`config.mk`:
```
export PLATFORM = sky130hd
export DESIGN_NAME = systolic_result_drain
export DESIGN_NICKNAME = d
export VERILOG_FILES = /design/src/rtl/systolic_result_drain.sv
export SDC_FILE = /design/constraint.sdc
export NUM_CORES = 1
export LEC_CHECK = 0
export ABC_AREA = 1
export BUFFER_PORTS_ARGS = -buffer_cell sky130_fd_sc_hd__clkbuf_2
export CORE_UTILIZATION = 40
export CTS_BUF_LIST = sky130_fd_sc_hd__clkbuf_8 sky130_fd_sc_hd__clkbuf_16
export DETAILED_ROUTE_END_ITERATION = 8
export PLACE_DENSITY = 0.63
export REMOVE_ABC_BUFFERS = 1
export SETUP_SLACK_MARGIN = 0.5
export SLEW_MARGIN = 20
export SYNTH_ARGS = -nofsm -noshare
export SYNTH_HDL_FRONTEND = slang
export SYNTH_SLANG_ARGS = --single-unit
```
`constraint.sdc`:
```
create_clock -name clk -period 13.69 [get_ports clk]
set_clock_uncertainty 0.05 [all_clocks]
set_input_delay 1.369 -clock clk [delete_from_list [all_inputs] [get_ports clk]]
set_output_delay 1.369 -clock clk [all_outputs]
set_load 0.05 [all_outputs]
```
`src/rtl/systolic_result_drain.sv`:
```
// rtl/systolic_result_drain.sv - captures a systolic result matrix and streams it out one element per handshake
// Optional res_parity output enabled by defining SYSTOLIC_DRAIN_PARITY_EN.
module systolic_result_drain #(
    parameter int DIM = 4,
    parameter int DATA_W = 32,
    localparam int N = DIM * DIM,
    localparam int IDX_W = $clog2(DIM * DIM)
) (
    input  logic                  clk,
    input  logic                  reset,
    input  logic [N*DATA_W-1:0]   y_in,
    input  logic                  done_matrix_mult,
    output logic                  res_valid,
    input  logic                  res_ready,
    output logic [DATA_W-1:0]     res_data,
    output logic [IDX_W-1:0]      res_index,
    output logic                  res_last,
    output logic                  busy,
    output logic                  frame_done,
`ifdef SYSTOLIC_DRAIN_PARITY_EN
    output logic                  res_parity,
`endif
    output logic                  overrun
);

    typedef enum logic [1:0] {IDLE, STREAM, FINISH} state_t;

    localparam logic [IDX_W-1:0] LAST_IDX = IDX_W'(N - 1);

    state_t            state;
    state_t            state_next;
    logic              done_q;
    logic              rise;
    logic              capture;
    logic              xfer;
    logic [IDX_W-1:0]  index;
    logic [DATA_W-1:0] buffer [N];

    assign rise = done_matrix_mult & ~done_q;

    always_ff @(posedge clk) begin
        if (reset) begin
            state  <= IDLE;
            done_q <= 1'b0;
        end else begin
            state  <= state_next;
            done_q <= done_matrix_mult;
        end
    end

    always_comb begin
        state_next = state;
        capture    = 1'b0;
        xfer       = 1'b0;
        res_valid  = 1'b0;
        busy       = 1'b0;
        frame_done = 1'b0;
        case (state)
            IDLE: begin
                if (rise) begin
                    capture    = 1'b1;
                    state_next = STREAM;
                end
            end
            STREAM: begin
                res_valid = 1'b1;
                busy      = 1'b1;
                xfer      = res_ready;
                if (res_ready && index == LAST_IDX) begin
                    state_next = FINISH;
                end
            end
            FINISH: begin
                frame_done = 1'b1;
                state_next = IDLE;
            end
            default: state_next = IDLE;
        endcase
    end

    // Index saturates on the last element so it never wraps inside a frame.
    always_ff @(posedge clk) begin
        if (reset) begin
            index   <= '0;
            overrun <= 1'b0;
            for (int k = 0; k < N; k++) begin
                buffer[k] <= '0;
            end
        end else begin
            if (capture) begin
                index <= '0;
                for (int k = 0; k < N; k++) begin
                    buffer[k] <= y_in[(N-k)*DATA_W-1 -: DATA_W];
                end
            end else if (xfer && index != LAST_IDX) begin
                index <= index + 1'b1;
            end
            if (rise && state != IDLE) begin
                overrun <= 1'b1;
            end
        end
    end

    assign res_data  = res_valid ? buffer[index] : '0;
    assign res_index = res_valid ? index : '0;
    assign res_last  = res_valid && (index == LAST_IDX);

`ifdef SYSTOLIC_DRAIN_PARITY_EN
    assign res_parity = ^res_data;
`endif

endmodule

```
**Yosys cells after proc, flatten, opt, wreduce, memory -nomap -nowiden**

Memories as Yosys holds them, arrays and structs flattened. A register that Yosys moved wholly into a read port is not among the register bits.
Cells that the tools add are included.

- Bits in writable memories: 512
- Register bits after elaboration: 8
- Input port bits: 516
- Memories kept: 1
- Latch bits: 0
- Memory bits (read-only): 0

Memory list:

| memory | depth | bits a word | rd ports | clocked after memory_dff | wr ports | RTL line | source |
|---|---|---|---|---|---|---|---|
| buffer | 16 | 32 | 1 | 1 | 16 | 37 | `logic [DATA_W-1:0] buffer [N];` |

- Divide/modulo/power cells: 0
- Multiplexer cells: 33
- Reduce and logical (&&, ||, !) cells: 8
- Multiply operators: 0
- Bitwise gates (word level): 18
- Equality and inequality tests: 6
- Magnitude comparators: 0
- Shift operators: 0
- $add $sub $neg: 1

Operators with widths:

| cell | count |
|---|---|
| 32-bit 2-to-1 mux | 17 |
| 1-bit bitwise OR | 16 |
| 4-bit 2-to-1 mux | 3 |
| 1-bit 2-to-1 mux | 10 |
| 4-bit by 1-bit adder with 4-bit output (second input constant) | 1 |
| 4-bit equality test (second input constant) | 1 |
| 1-bit logical AND | 4 |
| 2-bit 2-to-1 mux | 2 |
| 2-bit != test (second input constant) | 2 |
| 4-bit != test (second input constant) | 1 |
| 2-bit case mux with 2 select lines | 1 |
| 2-bit by 1-bit equality test with 1-bit output (second input constant) | 1 |
| 2-bit equality test (second input constant) | 1 |
| 2-bit zero test | 1 |
| 2-bit AND reduction | 1 |
| 2-bit nonzero test | 1 |
| 2-bit OR reduction | 1 |
| 1-bit bitwise AND | 1 |
| 1-bit NOT | 1 |

**Logic depth before layout (Yosys ltp)**

- Depth in word-level cells: 8
- Mapped depth: 10
- Mapped depth without buffers: 7

**Least setup slack after synthesis**

OpenSTA, ideal clock, no wires.

- Path type: input -> register
- From: in done_matrix_mult
- To: mem buffer[0][0] (enable)
- Library setup time: 0.863 ns
- Path slack: 1.164 ns
- Required time: 12.777 ns
- Data arrival time: 11.612 ns
- Stages on the path: 4
- Path through: inv_1 -> nor3_2 -> nor2_1 -> inv_1

RTL lines:

| what | RTL line | source |
|---|---|---|
| from (decl) | 12 | `input logic done_matrix_mult,` |
| to (decl) | 37 |  |

==> metrics.txt <==
Final min period=5520 ps; worst path bufs/invs=3; Post-synth EDFFs=512; first-iteration detailed-routing DRC count=about 1,600; Filler cells=6,360; largest net degree at the start of global routing=189; postcts setup bufs=0; final WL=73,300 um; Least-Margin Pin Slew=1070 ps; Comb pwr share=12.0%; Yosys top cell area share=58.5%; CP cell instances=buf_4 > buf_4 > nand2_1 > nand2_1 > nand2_1 > nand3_1 > nand3_1 > a21oi_1 > clkbuf_2; CTS tree=yes; FF+latch count, synth=between 500 and 600; clock buffer depth=3; DIE WIDTH=258 um; unrepaired setup endpoints after global routing=no; Max VDD drop=81.4 uV; antenna violations before repair=0; DIE HEIGHT=258 um; Starting Density=40.6%; CTS clk-pin slew, worst paths=about 60 ps; vias in the first global route=19,600; Area Overhead vs Synth=18.0%; slowest stage delay, CP=830 ps; Resized cells post-CTS=0; pwr dens=122 mW/mm^2; CP Data Arrival Time=4100 ps; Core Util, Final=47.9%; ys flop type=edfxtp_1; DRC Markers=0; first-pass GRT wire length=110,000 um; row count=between 90 and 100; yosys warns=0; Req. time, crit path=12,270 ps; Via Count=20,800; fin crit share=between 40 and 50%; Clock power frac=between 30% and 40%; post-synthesis cell count=between 3,000 and 4,000; Antenna diodes=0; most used cell, CP=nand2_1; IO Port Bufs=between 500 and 600; Setup TNS=0 ps; max_cap viols=0; Die ar.=0.0668 sq mm; fmax=0.181 GHz; GRT Residual Overflow=0; core area=0.0647 sq mm; DP HPWL=about 46,000 um; layout cell share with drive strength beyond 1=between 10% and 20%; Crit Path Max Fanout=76; Sink Count=524; vias per cell=between 4 and 5; H-tree levels=2; top cells by count, synth=inv_1, nand2_1, nor2_1; clock latency on the worst-skew pair=590 ps; Hold WC Path Type=flip-flop to flip-flop; internal cell power=0.00283 W; Hold Vio Cnt, Final=0; Top-Level Pins=557; status=complete, no violations; final net count=between 4,000 and 5,000; DRT antenna net count=0; most common cell in the synthesized netlist=inv_1; CTS Buf Count=56; CP endpoint kind=output port; critical path's top delay family=buffers and inverters; wire length per cell=16.3 um; Netlist cell types=23; gr usage total=21.5%; synthesized area=~0.026 sq mm; Pre-Repair DR Iteration Count=7; Avg Inst Size Synth=around 8.4 sq um; hold_buf cts=0; Max Transition Viols Final=0; WS Path Type=flip-flop to output port; Leakage=16.2 nW; Setup-failing EPs final=0; Max-Slew Margin vs Limit=28.5%; post-synth top area cell=edfxtp_1; top cells by area, synth=edfxtp_1, inv_1, nand2_1; worst hold margin=~440 ps; NetSw=0.000958 W; sequential share of power=51.6%; placer congestion estimate=0.832; switch share=~25%; Synth async-reset ratio=0%; sequential share of the synthesized area=59.4%; Worst path slowest cell=dfxtp_4; CP Launch Type=flip-flop; clk root buf=clkbuf_16
## power by group through the flow
| stage | logic [W] | registers (W) | clock network, W |
|---|---|---|---|
| after floorplan | 0.000277 | 0.00203 | 0 |
| after global placement | 0.000453 | 0.00198 | 0 |
| after detailed placement | 0.000456 | 0.00199 | 0 |
| after CTS | 0.000459 | 0.00195 | 0.00141 |
| after global routing | 0.000511 | 0.00196 | 0.00147 |
| final | 0.000453 | 0.00195 | 0.00138 |
## through the flow
step	power, W	instances	worst slack, ps	cell area, sq um
global route	0.00394	4509	7810	31000
finish	0.00378	4509	8170	31000
floorplan	0.00231	2979	1160	25300
CTS	0.00382	4509	8110	31000
detailed placement	0.00244	4409	8380	29400
global placement	0.00244	4409	8440	29400
## path summary, 6_finish.rpt
check | from | end | slack [ps] | cells after the start
worst max-delay path | flip-flop | res_data[3] | 8170 | 9
worst min-delay path | overrun | overrun | 440 | 2
worst max register to register | state[0] | buffer[1][31] | 9800 | 7
worst min register to register | overrun | overrun | 440 | 2
## worst register-to-register path, stage by stage, from the launching register on
cell and delay (ps):
dfxtp_1 310, inv_1 60, nand2_1 80, nor3_2 300, nor2_1 200, inv_8 560
buf_4 1080, buf_4 820
## cells by family after synthesis
group	after synthesis	share of synthesized area (%)
AND/OR/NAND/NOR	1627	24.8
buffers and inverters	951	14.9
flip-flops	524	59.4
AO/OA/AOI/OAI	43	0.828
adder cells (fa/ha/maj)	1	0.0476
## sequential cells by signal, indices dropped and copies added (netlist names), named ones only
name     flops
buffer     512
index        4
state        2
done_q       1
overrun      1
## layout make-up
class / count / area, sq um / share of cell area [%]
sequential: 524 / 15600 / 50.4
multi-input combinational: 1671 / 6760 / 21.8
inverter: 784 / 2970 / 9.56
timing repair buffer: 575 / 2960 / 9.54
clock buffer: 57 / 1430 / 4.60
tap: 855 / 1070 / 3.45
clock inverter: 43 / 208 / 0.670
## metal layers
| metal | part of all wire, % | vias to the layer above | global-route usage, % | routed length (um) |
|---|---|---|---|---|
| met3 | 5.5 | 159 | 2.57 | 4020 |
| met4 | 4.3 | 0 | 9.81 | 3120 |
| met1 | 42 | 9615 | 28.7 | 31000 |
| met5 | 0 | - | 0 | 0 |
| li1 | - | 10400 | - | - |
| met2 | 48 | 668 | 35.0 | 35100 |
## placed cells by master, fill, tap and decap left out
master / Yosys / routed
inv_4: 1 / 3
inv_8: 0 / 2
ha_1: 1 / 1
inv_2: 2 / 1
clkbuf_16: 0 / 57
inv_6: 0 / 1
bufinv_16: 0 / 1
nor4_1: 1 / 1
a21oi_1: 39 / 39
nor2_1: 526 / 526
nand4_1: 1 / 1
clkinv_2: 0 / 7
edfxtp_1: 512 / 512
buf_6: 22 / 2
nor3_1: 2 / 2
inv_1: 781 / 794
clkbuf_2: 0 / 555
nand2_4: 0 / 1
dfxtp_1: 12 / 8
buf_4: 4 / 16
dfxtp_4: 0 / 3
nand3_1: 323 / 323
o21ai_0: 3 / 3
nor3_2: 1 / 1
clkinv_1: 0 / 16
o211ai_1: 1 / 1
dfxtp_2: 0 / 1
buf_12: 2 / 2
clkinvlp_4: 0 / 2
nand2_1: 773 / 772
Note: power is estimated with default switching activity, not from simulation.
